[src/rtl/resync_fifo_pkg.sv]
// Shared defaults and the per-cycle operation decode for the resync FIFO.
package resync_fifo_pkg;

   localparam int unsigned DEF_WIDTH     = 20;
   localparam int unsigned DEF_LOG_DEPTH = 3;

   // Accepted operation this cycle; the encoding is {pop, push}.
   typedef enum logic [1:0] {
      OP_IDLE = 2'b00,
      OP_PUSH = 2'b01,
      OP_POP  = 2'b10,
      OP_BOTH = 2'b11
   } fifo_op_t;

   // Combine accepted push/pop strobes into one operation code.
   function automatic fifo_op_t decode_op(input logic push, input logic pop);
      return fifo_op_t'({pop, push});
   endfunction

endpackage

[src/rtl/resync_fifo_mem.sv]
// Storage array for resync_fifo: synchronous write, asynchronous read, cleared on reset.
module resync_fifo_mem #(
   parameter int unsigned width     = 20,
   parameter int unsigned log_depth = 3
) (
   input  logic                 clk,
   input  logic                 rst_n,
   input  logic                 wen,
   input  logic [log_depth-1:0] waddr,
   input  logic [width-1:0]     wdata,
   input  logic [log_depth-1:0] raddr,
   output logic [width-1:0]     rdata
);

   localparam int unsigned depth = 2 ** log_depth;

   logic [width-1:0] mem [depth];

   // Write port; every entry is zeroed so stale reads after reset return 0.
   always_ff @(posedge clk or negedge rst_n) begin
      if (!rst_n) begin
         for (int unsigned i = 0; i < depth; i++) begin
            mem[i] <= '0;
         end
      end else if (wen) begin
         mem[waddr] <= wdata;
      end
   end

   // Show-ahead read port.
   assign rdata = mem[raddr];

endmodule

[src/rtl/resync_fifo.sv]
// Show-ahead single-clock elastic FIFO between deserializer word assembly and parallel output.
module resync_fifo
   import resync_fifo_pkg::*;
#(
   parameter int unsigned width     = DEF_WIDTH,
   parameter int unsigned log_depth = DEF_LOG_DEPTH
) (
   input  logic             clk,
   input  logic             rst_n,
   input  logic             val_wr,
   input  logic [width-1:0] data_wr,
   input  logic             val_rd,
   output logic [width-1:0] data_rd,
   output logic             empty_rd,
   output logic             full_wr,
   output logic             almost_empty_rd
);

   localparam int unsigned depth = 2 ** log_depth;
   localparam int unsigned ptr_w = log_depth;
   localparam int unsigned cnt_w = log_depth + 1;
   localparam logic [cnt_w-1:0] depth_cnt = cnt_w'(depth);

   logic [ptr_w-1:0] wr_ptr;
   logic [ptr_w-1:0] rd_ptr;
   logic [cnt_w-1:0] count;
   logic             push_ok;
   logic             pop_ok;
   fifo_op_t         op;

   // Accept only when the FIFO can honour the request; the rest is dropped silently.
   always_comb begin
      push_ok = val_wr & ~full_wr;
      pop_ok  = val_rd & ~empty_rd;
      op      = decode_op(push_ok, pop_ok);
   end

   // Occupancy decodes.
   always_comb begin
      empty_rd        = (count == '0);
      almost_empty_rd = (count == cnt_w'(1));
      full_wr         = (count == depth_cnt);
   end

   // Write pointer, wraps modulo depth.
   always_ff @(posedge clk or negedge rst_n) begin
      if (!rst_n) begin
         wr_ptr <= '0;
      end else if (push_ok) begin
         wr_ptr <= wr_ptr + ptr_w'(1);
      end
   end

   // Read pointer, wraps modulo depth.
   always_ff @(posedge clk or negedge rst_n) begin
      if (!rst_n) begin
         rd_ptr <= '0;
      end else if (pop_ok) begin
         rd_ptr <= rd_ptr + ptr_w'(1);
      end
   end

   // Occupancy counter; push and pop together leave it unchanged.
   always_ff @(posedge clk or negedge rst_n) begin
      if (!rst_n) begin
         count <= '0;
      end else begin
         case (op)
            OP_PUSH: count <= count + cnt_w'(1);
            OP_POP:  count <= count - cnt_w'(1);
            default: count <= count;
         endcase
      end
   end

   resync_fifo_mem #(
      .width     (width),
      .log_depth (log_depth)
   ) u_mem (
      .clk   (clk),
      .rst_n (rst_n),
      .wen   (push_ok),
      .waddr (wr_ptr),
      .wdata (data_wr),
      .raddr (rd_ptr),
      .rdata (data_rd)
   );

endmodule

[config.mk]
export PLATFORM = sky130hd
export DESIGN_NAME = resync_fifo
export DESIGN_NICKNAME = d
export VERILOG_FILES = /design/src/rtl/resync_fifo_pkg.sv /design/src/rtl/resync_fifo_mem.sv /design/src/rtl/resync_fifo.sv
export SDC_FILE = /design/constraint.sdc
export NUM_CORES = 1
export LEC_CHECK = 0
export CORE_MARGIN = 2
export CORE_UTILIZATION = 35
export CTS_CLUSTER_DIAMETER = 150
export DETAILED_ROUTE_END_ITERATION = 8
export SYNTH_ARGS = -nofsm -noshare
export SYNTH_HDL_FRONTEND = slang
export SYNTH_SLANG_ARGS = --single-unit
[constraint.sdc]
create_clock -name clk -period 2 [get_ports clk]
set_clock_uncertainty 0.05 [all_clocks]
set_input_delay 0.4 -clock clk [delete_from_list [all_inputs] [get_ports clk]]
set_output_delay 0.4 -clock clk [all_outputs]
set_load 0.05 [all_outputs]
Word-level counts from Yosys, hierarchy flattened --
Cells that the tools add are included.
Storage, ports and cells: bits of input ports 24, logic and storage cells 38, flip-flop bits (word level) 170, output and inout port bits 23
Cells by class: reduce and logical (&&, ||, !) cells 3, eq/ne operators 4, bitwise operators 6, magnitude comparators 3, add/sub/neg operators 4, multiplexer cells 7
Operators by type and width (number):
- $bwmux W160 | 1
- $bmux W20 S3 | 1
- $demux W20 S3 | 1
- $mux W20 | 3
- $ge A4 B4 Y1 const B | 2
- $not A3 Y4 | 2
- $pmux W4 S2 | 1
- $add A3 B1 Y3 const B | 2
- $add A4 B1 Y4 const B | 1
- $eq A4 B1 Y1 const B | 1
- $eq A4 B4 Y1 const B | 1
- $logic_not A4 Y1 | 1
- $lt A4 B1 Y1 const B | 1
- $sub A4 B1 Y4 const B | 1
- $and A1 B1 Y1 | 2
- $eq A2 B1 Y1 const B | 1
- $eq A2 B2 Y1 const B | 1
- $not A1 Y1 | 2
- $reduce_bool A2 Y1 | 1
- $logic_and A1 B1 Y1 | 1

Depth between registers and ports, before layout --
depth in word-level cells 6, mapped depth 9, depth with buffers taken out 9

Modules after synthesis --
Synthesis repeated with hierarchy kept, for this count alone.
Unflattened totals: cell total of the unflattened synthesis 461, area total of the unflattened synthesis 7853.8 sq um
By module, submodules not included:
- resync_fifo_mem | cells an instance 415, times used 1, area each 7319.5 sq um, sequential area each 4003.8 sq um
- resync_fifo | cells an instance 46, times used 1, area each 534.3 sq um, sequential area each 250.2 sq um

Worst setup path after synthesis --
Ideal clock, no wire load.
path kind reg-to-output, start register count[1], end output almost_empty_rd, required time 1.550 ns, stages on the path, launching flop included 4, path buffers 0, setup slack -0.195 ns, data arrival time 1.745 ns, cells stage by stage dfrtp_1 > inv_1 > ha_1 > nor3b_1
On the way: word-level cells in the longest chain between the ends 1
RTL lines:
- from (decl) | RTL line resync_fifo.sv:26 | logic [cnt_w-1:0] count;
- from (signal assigned) | RTL line resync_fifo.sv:69 | OP_PUSH: count <= count + cnt_w'(1);
- from (signal assigned) | RTL line resync_fifo.sv:70 | OP_POP: count <= count - cnt_w'(1);
- from (signal assigned) | RTL line resync_fifo.sv:71 | default: count <= count;
- $eq A4 B1 Y1 | RTL line resync_fifo.sv:41 | almost_empty_rd = (count == cnt_w'(1));
- to (decl) | RTL line resync_fifo.sv:16 | output logic almost_empty_rd
Every way passes these cells.

Worst setup path after layout --
start register rd_ptr[1], end output data_rd[14]
On the way: word-level cells in the longest chain between the ends 4
RTL lines:
- from (decl) | RTL line resync_fifo.sv:25 | logic [ptr_w-1:0] rd_ptr;
- from (signal assigned) | RTL line resync_fifo.sv:59 | rd_ptr <= rd_ptr + ptr_w'(1);
- $not A3 Y4 (not written as such) | RTL line resync_fifo_mem.sv:31 | assign rdata = mem[raddr];
- $bmux W20 S3 | RTL line resync_fifo_mem.sv:31
- $mux W20 (not written as such) (2 in a row) | RTL line resync_fifo_mem.sv:31
- to (decl) | RTL line resync_fifo.sv:13 | output logic [width-1:0] data_rd,
Every way passes these cells. The select of a mux whose other input is x is not followed.

==> impl_results.md <==
* Core Area at 21960 µm²
* GR Util All Layers at 15.02%
* Req. time, crit path at 1550 ps
* Placed wire-length estimate at 10020 µm
* Dpl cell area at 8954 µm²
* Type of the worst setup path: flop to output pin
* Fin. Hold Viols at 0
* Clock Tree Buf Depth at 2
* Yosys warnings at 0
* Syn nets at 495
* Cts bufs inserted at 17
* Overflow after GRT at 0
* Wire length per cell at 24.55 µm
* Min Clock Period, post-route at 2576 ps
* Via count at 4781
* Cell area after layout at 10950 µm²
* DRC at 0
* Initial antenna violation count at 0
* Mapped Area at 7894 µm²
* Number of routed nets with antenna violations at 0
* Crit path capture type: output pin
* FF+latch count, synth at 170
* First-pass GRT wire length at 27300 µm
* Final period utilization at 128.8%
* Slew Viols, Final at 0
* Mapped Avg Cell Area at 16.98 µm²
* Pwr Density at 1978 nW/µm²
* Clock-pin slew on the worst setup and hold paths at 60 ps
* Layout fillers at 1763
* Static leakage at 5.047 nW
* Power Total at 21.67 mW
* Synth-to-layout area growth at 38.77%
* Layout cells sized above 1 at 61.78%
* Largest fanout on the critical path at 8
* Clk sink count at 170
* Setup TNS at -20870 ps
* Status: finished, violations left
* Crit path DAT at 2130 ps
* Placed Cells at 797
* Final std cells w/o fill at 874
* Worst vdd ir at 1.214 mV
* H-tree depth reported by CTS at 4
* Worst slew pin tran at 432.9 ps
* R2R Setup Slk at -170 ps
* Vias per inst at 5.470
* Drt pass-1 iters at 4
* Failing checks: negative setup slack
* Number of global-route vias before repair at 4948
* Slew HR at 71.14%
* Row cnt at 54
* Root buf cell: clkbuf_16
* Die height at 154.2 µm
* Setup slack after layout at -576.5 ps
* I/O Pins at 47
* # setup viols final at 154
* Total Wirelength at 21460 µm
* Die width at 154.2 µm
* Class of the worst hold path: input port to asynchronous set/reset pin
* Initial DRC Count at 321
* Routability cong. at 0.7413
* PortBufs at 46
* Netlist cell types at 30
* Final net count at 611
* CP startpoint kind: flop
* Clock tree from TritonCTS: built
* Antenna diodes at 0
* Initial Util at 35.95%
* Sequential fraction of the synthesis area at 53.89%
* Max-cap violation count at 0
* Worst skew pair latency at 420 ps
* Pin count of the biggest net entering global routing at 56
* Die area at 23770 µm²
* RSZ-0062 raised after global routing: true
* Synth Instances at 465
* Max Fclk at 388.1 MHz
-- path summary, 6_finish.rpt --
| check | startpoint | to | cells after the start |
|---|---|---|---|
| max | rd_ptr[1]$_DFFE_PN0P_ | data_rd[14] | 5 |
| min | rst_n | u_mem.mem[143]$_DFFE_PN0P_ | 2 |
| max reg2reg | count[1]$_DFFE_PN0P_ | u_mem.mem[78]$_DFFE_PN0P_ | 11 |
| min reg2reg | u_mem.mem[123]$_DFFE_PN0P_ | u_mem.mem[123]$_DFFE_PN0P_ | 1 |
| max in group asynchronous | rst_n | u_mem.mem[119]$_DFFE_PN0P_ | 3 |
| min in group clk | u_mem.mem[123]$_DFFE_PN0P_ | u_mem.mem[123]$_DFFE_PN0P_ | 1 |
-- cell type report --
class                      count  area [µm²]  area share [%]
clock buffer                  19       442.9           4.043
tap                          280       350.3           3.198
multi-input combinational    262        3968           36.22
inverter                       5       36.28          0.3312
timing repair buffer         125        1735           15.84
clock inverter                13       166.4           1.519
sequential                   170        4255           38.85
-- cell usage after synthesis --
cell type / number / area share, %
buf_6: 7 / 1.0
xor2_1: 2 / 0.22
dfrtp_1: 170 / 54
inv_2: 1 / 0.048
nand4b_1: 4 / 0.44
mux4_2: 2 / 0.57
nor3b_2: 1 / 0.16
o21ai_0: 1 / 0.063
a21oi_1: 1 / 0.063
xnor2_1: 6 / 0.67
mux4_1: 38 / 13
nor2_1: 3 / 0.14
mux2i_1: 1 / 0.13
clkbuf_1: 3 / 0.14
inv_1: 4 / 0.19
and4_1: 1 / 0.11
nor3b_1: 1 / 0.095
buf_2: 12 / 0.76
or3b_2: 1 / 0.11
or4b_1: 1 / 0.13
nand2_1: 3 / 0.14
mux2_2: 181 / 26
buf_4: 6 / 0.57
nor2b_1: 1 / 0.079
ha_1: 6 / 0.95
nand3_1: 4 / 0.25
nor3_2: 1 / 0.13
mux2_1: 1 / 0.14
nand3b_4: 1 / 0.25
nand4_1: 1 / 0.079
-- critical path, stage by stage (launching register included) --
cell	delay [ps]
dfrtp_2	400
buf_12	140
clkbuf_16	170
mux4_1	530
mux2_2	300
buf_6	160
-- cell families after synthesis --
group,share of synthesized area (%)
xor gates and xnor gates,0.8877
and+or+nand+nor,2.124
muxes,39.31
buffers and inverters,2.710
DFF,53.89
AOI/OAI and AO/OA,0.1267
adders and majority gates,0.9510
-- cell usage in the layout, fill, tap and decap left out, drive strengths merged --
master / instances
buf: 86
or3b: 1
dfrtp: 170
nor3b: 2
xnor2: 6
xor2: 2
mux2: 182
mux4: 40
dlygate4sd3: 1
nand4b: 4
nand4: 1
nor2: 3
inv: 6
mux2i: 1
o21ai: 1
clkbuf: 35
nor3: 1
or4b: 1
nand2: 3
nor2b: 1
nand3: 4
clkdlybuf4s50: 22
a21oi: 1
ha: 6
bufinv: 3
nand3b: 1
clkinvlp: 3
clkinv: 6
and4: 1
-- timing repair --
item                                    4_1_cts  5_1_grt
gates resized for setup                      68      182
endpoints found under the hold margin        38        0
hold buffers                                  1        0
buffers inserted                             10       12
gates cloned                                  2       23
endpoints found under the setup margin       78      166
pin swaps                                     4        5
-- stage by stage --
stage / hold WS (ps) / setup slack, ps / utilization [%]
after floorplan: 54.41 / 1.911 / -
after global placement: 284.9 / -184.1 / 40.77
after detailed placement: 294.8 / -222.4 / 40.77
after CTS: 406.8 / -598.2 / 45.05
after global routing: 435.2 / -626.5 / 49.89
final: 409.7 / -576.5 / 49.89
-- power breakdown --
| part | total (mW) | switching [mW] | internal, mW |
|---|---|---|---|
| combinational | 12.0 | 5.18 | 6.79 |
| sequential | 6.29 | 1.09 | 5.20 |
| clock | 3.41 | 1.41 | 2.01 |
-- layer usage --
| metal | global-route usage [%] | routed length, µm | vias up |
|---|---|---|---|
| li1 | - | - | 1982 |
| met1 | 19.69 | 9905 | 2636 |
| met2 | 24.90 | 10230 | 149 |
| met3 | 3.923 | 1093 | 14 |
| met4 | 3.961 | 228 | 0 |
| met5 | 0 | 0 | - |
-- state kept, by name, summed over array words and instances, names as in the netlist --
register   cells
u_mem.mem    160
count          4
rd_ptr         3
wr_ptr         3
Note: power is estimated with default switching activity, not from simulation.
